File: config.mk
export PLATFORM = sky130hd
export DESIGN_NAME = mips_multicycle_ctrl
export DESIGN_NICKNAME = d
export VERILOG_FILES = /design/src/rtl/mips_multicycle_ctrl.sv
export SDC_FILE = /design/constraint.sdc
export NUM_CORES = 1
export LEC_CHECK = 0
export ABC_AREA = 1
export ABC_CLOCK_PERIOD_IN_PS = 1890
export BUFFER_PORTS_ARGS = -buffer_cell sky130_fd_sc_hd__clkbuf_2
export CORE_AREA = 2 2 72 74
export DETAILED_ROUTE_END_ITERATION = 7
export DIE_AREA = 0 0 74 76
export PLACE_DENSITY = 0.8
export SYNTH_ARGS = -nofsm -noshare
export SYNTH_HDL_FRONTEND = slang
export SYNTH_SLANG_ARGS = --single-unit
File: constraint.sdc
create_clock -name clk_i -period 1.89 [get_ports clk_i]
set_input_delay 0.189 -clock clk_i [delete_from_list [all_inputs] [get_ports clk_i]]
set_output_delay 0.189 -clock clk_i [all_outputs]
set_load 0.01 [all_outputs]
File: src/rtl/mips_multicycle_ctrl.sv
// mips_multicycle_ctrl: multicycle sequencing controller for the MIPS_32 datapath.
// The controller sequences each instruction over 3 to 5 cycles. One shared memory
// port uses a mem_ready handshake. The controller also counts retired instructions
// and traps on unknown opcodes.
// Ports:
//   clk_i, rst_i          clock and synchronous active-high reset
//   run_i                 fetch enable (sampled in FETCH only)
//   opcode_i, zero_i      instr[31:26] from IR, ALU zero flag
//   mem_ready_i           memory completed the current access this cycle
//   pc_write_o .. pc_src_o  datapath controls (Moore decode of state, gated by
//                         run/mem_ready in FETCH and by zero in BRANCH)
//   state_o               current state encoding
//   illegal_o             sticky trap flag
//   retired_o             retired-instruction counter (wraps)
module mips_multicycle_ctrl #(
  parameter int unsigned CNT_W = 32
) (
  input  logic             clk_i,
  input  logic             rst_i,
  input  logic             run_i,
  input  logic [5:0]       opcode_i,
  input  logic             zero_i,
  input  logic             mem_ready_i,
  output logic             pc_write_o,
  output logic             ir_write_o,
  output logic             iord_o,
  output logic             mem_read_o,
  output logic             mem_write_o,
  output logic             reg_write_o,
  output logic             reg_dst_o,
  output logic             mem_to_reg_o,
  output logic             alu_src_a_o,
  output logic [1:0]       alu_src_b_o,
  output logic [1:0]       alu_op_o,
  output logic [1:0]       pc_src_o,
  output logic [3:0]       state_o,
  output logic             illegal_o,
  output logic [CNT_W-1:0] retired_o
);

  typedef enum logic [3:0] {
    S_FETCH    = 4'd0,
    S_DECODE   = 4'd1,
    S_MEM_ADDR = 4'd2,
    S_MEM_RD   = 4'd3,
    S_WB_MEM   = 4'd4,
    S_MEM_WR   = 4'd5,
    S_EXEC_R   = 4'd6,
    S_WB_R     = 4'd7,
    S_EXEC_I   = 4'd8,
    S_WB_I     = 4'd9,
    S_BRANCH   = 4'd10,
    S_JUMP     = 4'd11,
    S_TRAP     = 4'd12
  } state_e;

  localparam logic [5:0] OP_RTYPE = 6'h00;
  localparam logic [5:0] OP_J     = 6'h02;
  localparam logic [5:0] OP_BEQ   = 6'h04;
  localparam logic [5:0] OP_BNE   = 6'h05;
  localparam logic [5:0] OP_ADDI  = 6'h08;
  localparam logic [5:0] OP_LW    = 6'h23;
  localparam logic [5:0] OP_SW    = 6'h2B;

  state_e             state_q, state_d;
  logic [CNT_W-1:0]   retired_q;
  logic               illegal_q;
  logic               retire;

  // Next-state and retirement decode
  always_comb begin
    state_d = state_q;
    retire  = 1'b0;
    unique case (state_q)
      S_FETCH:    if (run_i && mem_ready_i) state_d = S_DECODE;
      S_DECODE: begin
        unique case (opcode_i)
          OP_LW, OP_SW:   state_d = S_MEM_ADDR;
          OP_RTYPE:       state_d = S_EXEC_R;
          OP_ADDI:        state_d = S_EXEC_I;
          OP_BEQ, OP_BNE: state_d = S_BRANCH;
          OP_J:           state_d = S_JUMP;
          default:        state_d = S_TRAP;
        endcase
      end
      // Opcode is held in the IR, so it is still valid here
      S_MEM_ADDR: state_d = (opcode_i == OP_SW) ? S_MEM_WR : S_MEM_RD;
      S_MEM_RD:   if (mem_ready_i) state_d = S_WB_MEM;
      S_MEM_WR: begin
        if (mem_ready_i) begin
          state_d = S_FETCH;
          retire  = 1'b1;
        end
      end
      S_EXEC_R:   state_d = S_WB_R;
      S_EXEC_I:   state_d = S_WB_I;
      S_WB_MEM, S_WB_R, S_WB_I, S_BRANCH, S_JUMP: begin
        state_d = S_FETCH;
        retire  = 1'b1;
      end
      S_TRAP:     state_d = S_TRAP;
      default:    state_d = S_FETCH;
    endcase
  end

  // State, counter and sticky trap registers; reset aborts with no retirement
  always_ff @(posedge clk_i) begin
    if (rst_i) begin
      state_q   <= S_FETCH;
      retired_q <= '0;
      illegal_q <= 1'b0;
    end else begin
      state_q <= state_d;
      if (retire) retired_q <= retired_q + CNT_W'(1);
      if (state_d == S_TRAP) illegal_q <= 1'b1;
    end
  end

  // Datapath control decode
  always_comb begin
    pc_write_o   = 1'b0;
    ir_write_o   = 1'b0;
    iord_o       = 1'b0;
    mem_read_o   = 1'b0;
    mem_write_o  = 1'b0;
    reg_write_o  = 1'b0;
    reg_dst_o    = 1'b0;
    mem_to_reg_o = 1'b0;
    alu_src_a_o  = 1'b0;
    alu_src_b_o  = 2'd0;
    alu_op_o     = 2'd0;
    pc_src_o     = 2'd0;
    unique case (state_q)
      S_FETCH: begin
        if (run_i) begin
          mem_read_o  = 1'b1;
          alu_src_b_o = 2'd1;
          // PC <- PC+4 only when the instruction word actually arrives
          ir_write_o  = mem_ready_i;
          pc_write_o  = mem_ready_i;
        end
      end
      S_DECODE:   alu_src_b_o = 2'd3;
      S_MEM_ADDR: begin
        alu_src_a_o = 1'b1;
        alu_src_b_o = 2'd2;
      end
      S_MEM_RD: begin
        mem_read_o = 1'b1;
        iord_o     = 1'b1;
      end
      S_WB_MEM: begin
        reg_write_o  = 1'b1;
        mem_to_reg_o = 1'b1;
      end
      S_MEM_WR: begin
        mem_write_o = 1'b1;
        iord_o      = 1'b1;
      end
      S_EXEC_R: begin
        alu_src_a_o = 1'b1;
        alu_op_o    = 2'd2;
      end
      S_WB_R: begin
        reg_write_o = 1'b1;
        reg_dst_o   = 1'b1;
      end
      S_EXEC_I: begin
        alu_src_a_o = 1'b1;
        alu_src_b_o = 2'd2;
      end
      S_WB_I:     reg_write_o = 1'b1;
      S_BRANCH: begin
        alu_src_a_o = 1'b1;
        alu_op_o    = 2'd1;
        pc_src_o    = 2'd1;
        pc_write_o  = (opcode_i == OP_BNE) ? ~zero_i : zero_i;
      end
      S_JUMP: begin
        pc_write_o = 1'b1;
        pc_src_o   = 2'd2;
      end
      default: ;
    endcase
  end

  assign state_o   = state_q;
  assign illegal_o = illegal_q;
  assign retired_o = retired_q;

endmodule

[After elaboration in Yosys (flattened, before gate mapping)]
Index checks and enable logic that the tools add are counted.
Word-level totals
  register bits after elaboration: 37
  bits of input ports: 11
  output and inout port bits: 52
  word-level logic and storage cells: 58
Cells by class
  add/sub/neg operators: 1
  eq/ne operators: 19
  muxes and demuxes: 24
  bitwise logic cells: 1
  reduce and logical (&&, ||, !) cells: 10
Operators by type and width (number)
  adder 32 x 1 -> 32 bit, second input constant: 1
  one-hot mux 4 bit (8 select lines): 1
  equality test 4 bit, second input constant: 6
  one-hot mux 4 bit (5 select lines): 1
  equality test 4 x 3 -> 1 bit, second input constant: 4
  equality test 6 x 3 -> 1 bit, second input constant: 2
  equality test 6 bit, second input constant: 2
  2-to-1 mux 1 bit: 12
  2-to-1 mux 4 bit: 3
  equality test 4 x 2 -> 1 bit, second input constant: 2
  one-hot mux 2 bit (2 select lines): 2
  OR reduction 2 bit: 4
  equality test 6 x 2 -> 1 bit, second input constant: 1
  equality test 6 x 4 -> 1 bit, second input constant: 1
  logical NOT 6 bit: 1
  one-hot mux 2 bit (3 select lines): 1
  OR reduction 5 bit: 1
  equality test 4 x 1 -> 1 bit, second input constant: 1
  logical NOT 4 bit: 1
  one-hot mux 1 bit (2 select lines): 2
  OR reduction 4 bit: 1
  2-to-1 mux 3 bit: 1
  one-hot mux 1 bit (3 select lines): 1
  OR reduction 3 bit: 1
  other kinds (2): 2

[Depth between registers and ports, before layout]
Gate-level depths: netlist of run 1.
  depth in word-level cells: 5
  depth in mapped cells: 12
  gate-level depth less buffers: 11

[Worst setup path before layout of run 1]
No wires, ideal clock.
  kind: reg2reg
  start point: register retired_q[0], in the netlist retired_o[0]
  end point: register retired_q[16], in the netlist retired_o[16]
  library setup time: 0.132 ns
  data arrival time: 1.362 ns
  data required time: 1.758 ns
  setup slack: 0.396 ns
  stages on the path, launching flop included: 9
  buffers on the path: 0
  clock period less this slack: 1.494 ns
  path through: dfxtp_1 ha_1 nand3_1 nor3_2 nand3_1 nand2_1 nand2_1 nand2_1 a21oi_1
On the way
  cells in the longest elaborated chain, start to end: 1
RTL lines
  start: declaration: line 66  | logic [CNT_W-1:0] retired_q;
  start signal: assignment: line 114  | if (retire) retired_q <= retired_q + CNT_W'(1);
  adder 32 x 1 -> 32 bit: line 114
Every way passes these cells.
A chain may end at the register's enable or synchronous reset.

[Worst setup path after layout of run 1]
  start point: register state_q[1], in the netlist state_o[1]
  end point: output pc_write_o
On the way
  cells in the longest elaborated chain, start to end: 2
  elaborated cells between the ends (all ways): 4
  those cells by class: 2 x eq/ne; 1 x mux; 1 x reduce/logical
RTL lines
  start: declaration: line 65  | state_e state_q, state_d;
  start signal: assignment: line 113  | state_q <= state_d;
  equality test 4 bit / logical NOT 4 bit (equally long branches): line 133  | unique case (state_q)
  one-hot mux 1 bit (3 select lines) *: line 133
  end: declaration: line 24  | output logic pc_write_o,
Mark *: on every way between the ends. The rest lies on a longest branch, timed or not.

==> metrics.txt, run 1 <==
hold_ws 0.326 ns; min Tclk post-route 1.75 ns; global-route wire length before repair 10800 microns; clk sink count 37; Crit Path Class reg -> out; Internal 0.00120 W; most frequent cells in the layout nand2_1 (163), nor2_1 (81), clkbuf_2 (62); CTS max path bufs 2; final hold violations 0; P_sw 0.000453 W; P&R area growth vs syn 18.9%; initial DRC count 173; Detail Route Antenna Nets 0; # rows 26; Sequential Power Share 0.487; share of cells above drive strength 1 0.180; Synth cell types 30; Die ar. 5620 sq um; net count after synthesis 438; CTS H-tree depth 2; chip height 76 microns; Hold Crit Class in -> reg; Pwr Total 0.00165 W; crit end category output port; initial core utilization 0.507; NumNets Final 501; Slew @ Worst Pin 0.408 ns; power per standard cell area 558 nW/um^2; Placer Congestion 0.914; Comb pwr share 0.143; drt wl/cell 11.7 microns; die span in x 74 microns; mapped cell area 2490 sq um; RSZ-0062 raised after global routing yes; critical path startpoint category register; WP data required 1.70 ns; DR vias 2877; vias in the first global route 2388; Peak supply drop 0.267 mV; I/O Pins 63; final setup violation count 0; Via density 5.14; post-synthesis sequential area ratio 0.298; FF+latch count, synth 37; total grt overflow 0; Slew Limit Fails 0; CTS root buf clkbuf_8; sw frac 0.274; GRT Util Overall 0.237; Post-DP HPWL 5020 microns; worst skew pair latency 0.29 ns; Yosys warning count 0; DRC 0; Placed Area 2850 sq um; Util after Layout 0.602; TritonCTS Buffers 5; drt first pass iters 5; CTS tree built; fillcell total 490; Worst Path Arrival 1.56 ns; syn_area_per_cell 5.84 sq um; Final Cell Area 2960 sq um; Port-buffer cells 62; largest fanout on the critical path 7; initial antenna violation count 0; Crit. Startpoint state_o[1]$_SDFF_PP0_; Worst slew margin 0.726; pin count of the biggest net entering global routing 29; CTS clk-pin slew, worst paths 0.07 ns; Core Area 4910 sq um; ant diodes 0; FF-to-FF Start state_o[2]$_SDFF_PP0_; Finished Layout Cells 560; LEAKAGE 1.28 nW; status finished, final reports clean; Syn Inst Count 426; Clk network pwr share 0.370; Hold Startpoint rst_i; fin crit share 0.928; max-cap violation count 0; Cells after DPL 552; Fin Clk Skew 0.00762 ns; FMAX 570 MHz; final WL 6570 microns; commonest non-fill, non-tap cell in the layout nand2_1
per-layer routing:
metal	part of all wire	routed length [microns]	vias to the layer above	track usage
li1	-	-	1469	-
met1	0.46	3000	1308	0.321
met2	0.47	3120	95	0.377
met3	0.058	381	5	0.0516
met4	0.011	70	0	0.0618
met5	0	0	-	0
power by group through the flow:
stage	clock network [W]	registers, W	logic (W)
detailed placement	0	0.000821	0.000236
CTS	0.000619	0.000803	0.000237
global route	0.000660	0.000806	0.000262
finish	0.000611	0.000804	0.000237
global placement	0	0.000820	0.000231
floorplan	0	0.000827	0.000157
state kept, by name, summed over array words and instances, names as in the netlist:
signal,flops
illegal_o,1
retired_o,32
state_o,4
area by class of cell:
| class | instances | area, sq um | area share |
|---|---|---|---|
| well taps | 70 | 87.6 | 0.0296 |
| clock inverters | 1 | 5.00 | 0.00169 |
| multi-input cells | 345 | 1550 | 0.524 |
| repair buffers | 65 | 345 | 0.117 |
| clock buffers | 7 | 96.3 | 0.0326 |
| flip-flops and latches | 37 | 742 | 0.251 |
| inverters | 35 | 131 | 0.0444 |
stage by stage:
step                setup slack, ns  setup TNS (ns)
floorplan                     0.396               0
global placement              0.237               0
detailed placement            0.194               0
CTS                           0.133               0
global route                -0.0355          -0.105
finish                        0.137               0
Yosys cell counts, drive strengths merged:
library cell	instances	area [sq um]
a31oi	2	12.5
nand2	164	623
dfxtp	37	741
nand4	8	50.1
or2	1	6.26
nand3	22	120
nand3b	10	75.1
xor2	6	52.6
nor3	3	25.0
nor2	86	333
clkbuf	2	7.51
a21oi	32	160
inv	34	128
buf	7	60.1
ha	1	12.5
xnor2	4	35.0
clkinv	1	3.75
o21ai	3	18.8
o221ai	1	8.76
a41oi	1	8.76
nor3b	1	7.51
kinds of logic after synthesis:
| family | Yosys count | synth area share |
|---|---|---|
| xor gates and xnor gates | 10 | 0.0352 |
| buffers and inverters | 44 | 0.0799 |
| adders and majority gates | 1 | 0.00503 |
| DFF | 37 | 0.298 |
| AOI/OAI and AO/OA | 39 | 0.0840 |
| and+or+nand+nor | 295 | 0.498 |
timing repair:
action / 4_1_cts / 5_1_grt
setup endpoints to repair: 0 / 4
endpoints found under the hold margin: 0 / 0
buffers inserted: 0 / 0
hold buffers: 0 / 0
gates resized for setup: 0 / 2
worst paths after layout:
kind | endpoint | slack, ns | cells after the start
worst max register to register | retired_o[26]$_SDFFE_PP0P_ | 0.15 | 10
worst max-delay path | pc_write_o | 0.14 | 7
worst min register to register | illegal_o$_SDFFE_PP0N_ | 0.47 | 2
worst min-delay path | retired_o[3]$_SDFFE_PP0P_ | 0.33 | 4
critical path, stage by stage, from the launching register on:
cell and delay, ns:
dfxtp_1 0.44, inv_1 0.06, nor2_1 0.15, inv_1 0.09
nor2_1 0.16, nand3_1 0.10, o221ai_1 0.09, clkbuf_2 0.17
Note: power is estimated with default switching activity, not from simulation.
==> run 2, diff against run 1 <==
--- a/config.mk
+++ b/config.mk
@@ -5,12 +5,11 @@
 export SDC_FILE = /design/constraint.sdc
 export NUM_CORES = 1
 export LEC_CHECK = 0
-export ABC_AREA = 1
 export ABC_CLOCK_PERIOD_IN_PS = 1890
 export BUFFER_PORTS_ARGS = -buffer_cell sky130_fd_sc_hd__clkbuf_2
-export CORE_AREA = 2 2 72 74
+export CORE_AREA = 2 2 70 72
 export DETAILED_ROUTE_END_ITERATION = 7
-export DIE_AREA = 0 0 74 76
+export DIE_AREA = 0 0 72 74
 export PLACE_DENSITY = 0.8
 export SYNTH_ARGS = -nofsm -noshare
 export SYNTH_HDL_FRONTEND = slang
==> run 2 against run 1 <==
  * Non-clock buffer count increased by 26
  * Combinational power increased by 70%
  * Fmax decreased by 4.0%
  * Largest power group is now clock
==> metrics.txt, run 2 <==
status finished, final reports clean (unchanged); Pwr Total 0.00206 W (was 0.00165 W); GRT Util Overall 0.248 (was 0.237); Post-synth top flop dfxtp_1 (unchanged); Detail Route Antenna Nets 0 (unchanged); min Tclk post-route 1.83 ns (was 1.75 ns); mapped cell area 2330 sq um (was 2490 sq um); Slowest cell on crit path dfxtp_1 (unchanged); CTS max path bufs 2 (unchanged); CTS root buf clkbuf_8 (unchanged); Placed Area 2860 sq um (was 2850 sq um); Yosys warning count 0 (unchanged); hold buffer count at cts 0 (unchanged); R2R cell count 5 (was 10); area fraction in compound gates after synthesis 0.182 (was 0.0840); Die ar. 5330 sq um (was 5620 sq um); global-route wire length before repair 10500 microns (was 10800 microns); count leader, synth dfxtp_1 (was nand2_1); I/O Pins 63 (unchanged); total grt overflow 0 (unchanged); Port-buffer cells 62 (unchanged); CP Capture Point retired_o[18]$_SDFFE_PP0P_ (was pc_write_o); final WL 6700 microns (was 6570 microns); Worst slew margin 0.696 (was 0.726); Core Area 4600 sq um (was 4910 sq um); worst reg2reg path endpoint retired_o[18]$_SDFFE_PP0P_ (was retired_o[26]$_SDFFE_PP0P_); power per standard cell area 668 nW/um^2 (was 558 nW/um^2); Post-DP HPWL 4670 microns (was 5020 microns); Fin Clk Skew 0.00768 ns (was 0.00762 ns); LEAKAGE 1.27 nW (was 1.28 nW); pin count of the biggest net entering global routing 31 (was 29); Yosys top cell area share 0.317 (was 0.298); Largest register FFs 32 (unchanged); Post-synth top cells dfxtp_1 (37), nor2_1 (32), a21oi_1 (19) (was nand2_1 (163), nor2_1 (82), dfxtp_1 (37)); net count after synthesis 310 (was 438); most frequent cells in the layout clkbuf_2 (62), dfxtp_1 (36), nor2_1 (32) (was nand2_1 (163), nor2_1 (81), clkbuf_2 (62)); post-synthesis mux area share 0.0611 (was 0); number of flops mapped to enable cells by yosys 0 (unchanged); fin crit share 0.966 (was 0.928); Via density 5.99 (was 5.14); postcts setup bufs 0 (unchanged); initial antenna violation count 0 (unchanged); Slew Limit Fails 0 (unchanged); DR vias 2571 (was 2877); die span in x 72 microns (was 74 microns); Final Cell Area 3090 sq um (was 2960 sq um); FF+latch count, synth 37 (unchanged); Peak supply drop 0.311 mV (was 0.267 mV); final hold violations 0 (unchanged); post-synth top area cell dfxtp_1 (unchanged); Hold Crit Class in -> reg (unchanged); Placer Congestion 0.856 (was 0.914); drt first pass iters 4 (was 5); chip height 74 microns (was 76 microns); Crit Path Class reg -> reg (was reg -> out); largest fanout on the critical path 8 (was 7); FFs w/ async S/R, synth 0 (unchanged); main combinational cell family by area after synthesis simple AND/OR/NAND/NOR gates (unchanged); Synth cell types 47 (was 30); TritonCTS Buffers 5 (unchanged); XOR/XNOR share of the synthesized area 0.0225 (was 0.0352); syn_area_per_cell 7.83 sq um (was 5.84 sq um); FF-to-FF Start retired_o[1]$_SDFFE_PP0P_ (was state_o[2]$_SDFF_PP0_); critical path cell sequence ha_1 > and4_1 > nand3_4 > nor4_2 > mux2_2 (was inv_1 > nor2_1 > inv_1 > nor2_1 > nand3_1 > o221ai_1 > clkbuf_2); max-cap violation count 0 (unchanged); NumNets Final 386 (was 501); RSZ-0062 raised after global routing yes (unchanged); CTS clk-pin slew, worst paths 0.09 ns (was 0.07 ns); WP data required 2.09 ns (was 1.70 ns); # rows 25 (was 26); Crit. Startpoint retired_o[1]$_SDFFE_PP0P_ (was state_o[1]$_SDFF_PP0_); CTS H-tree depth 2 (unchanged); commonest non-fill, non-tap cell in the layout clkbuf_2 (was nand2_1); hold_ws 0.224 ns (was 0.326 ns); CP peak stage delay 0.36 ns (was 0.44 ns); DRC 0 (unchanged); Slew @ Worst Pin 0.456 ns (was 0.408 ns); Worst Path Arrival 2.03 ns (was 1.56 ns); vias in the first global route 2260 (was 2388); Syn Inst Count 298 (was 426); ant diodes 0 (unchanged); share of cells above drive strength 1 0.320 (was 0.180); CTS tree built (unchanged); post-synthesis simple-gate area fraction 0.362 (was 0.498); post-synthesis sequential area ratio 0.317 (was 0.298); drt wl/cell 15.6 microns (was 11.7 microns); final setup violation count 0 (unchanged); Synth Area in Adders 0.00536 (was 0.00503); Util after Layout 0.672 (was 0.602); initial DRC count 211 (was 173); Hold Startpoint opcode_i[4] (was rst_i); FMAX 548 MHz (was 570 MHz); P&R area growth vs syn 32.4% (was 18.9%); reg-to-reg slack, setup 0.06 ns (was 0.15 ns); initial core utilization 0.507 (about the same); crit end category register (was output port); clk sink count 37 (unchanged); critical path startpoint category register (unchanged); top cells by area, synth dfxtp_1 (32%), nor2_1 (5.1%), a21oi_1 (4.1%) (was dfxtp_1 (30%), nand2_1 (25%), nor2_1 (12%)); worst skew pair latency 0.30 ns (was 0.29 ns)
-- run 2: worst max-delay path: cells and delay by family (launching register included) --
family | cells | cell delay [ns]
and+or+nand+nor | 3 | 0.81
DFF | 1 | 0.36
muxes | 1 | 0.36
adders and majority gates | 1 | 0.19
-- run 2: cell type report --
class,instances,area [sq um]
Multi-Input combinational cell,232,1560
Fill cell,391,1510
Sequential cell,37,742
Timing Repair Buffer,91,553
Clock buffer,5,68.8
Clock inverter,3,68.8
Tap cell,54,67.6
Inverter,7,26.3
-- run 2: kinds of logic after synthesis --
kind of cell | after synthesis
AND/OR/NAND/NOR | 146
AO/OA/AOI/OAI | 66
flip-flops | 37
buffers and inverters | 29
multiplexers | 13
XOR/XNOR | 6
adder cells (fa/ha/maj) | 1
-- run 2: repair_timing --
item / 4_1_cts / 5_1_grt
gates cloned: 0 / 0
endpoints found under the setup margin: 6 / 8
resized for setup: 5 / 9
-- run 2: where the power goes --
part           total [W]  internal, W  switching [W]
clock network   0.000849     0.000532       0.000317
registers       0.000811     0.000794      0.0000166
logic           0.000403     0.000160       0.000243
total            0.00206      0.00149       0.000577
-- run 2: worst min path at each step --
stage	end	slack, ns	cells after the start
floorplan	state_o[3]$_SDFF_PP0_	0.37	2
global placement	illegal_o$_SDFFE_PP0N_	0.46	1
detailed placement	illegal_o$_SDFFE_PP0N_	0.46	1
CTS	state_o[1]$_SDFF_PP0_	0.22	3
global route	state_o[1]$_SDFF_PP0_	0.23	3
finish	state_o[1]$_SDFF_PP0_	0.22	3
-- run 2: per-stage QoR --
| stage | std cells | worst slack (ns) | TNS (ns) |
|---|---|---|---|
| 2_1_floorplan | 298 | 0.0565 | 0 |
| 3_3_place_gp | 421 | 0.0931 | 0 |
| 3_5_place_dp | 421 | -0.0140 | -0.0140 |
| 4_1_cts | 429 | 0.0454 | 0 |
| 5_1_grt | 429 | -0.0352 | -0.118 |
| 6_report | 429 | 0.0642 | 0 |
-- run 2: metal layers --
metal / track usage / wire (microns) / part of all wire / up-vias
met5: 0 / 0 / 0 / -
met4: 0.0692 / 65 / 0.0097 / 0
met3: 0.0447 / 335 / 0.050 / 6
met2: 0.425 / 3330 / 0.50 / 77
met1: 0.324 / 2960 / 0.44 / 1221
li1: - / - / - / 1267
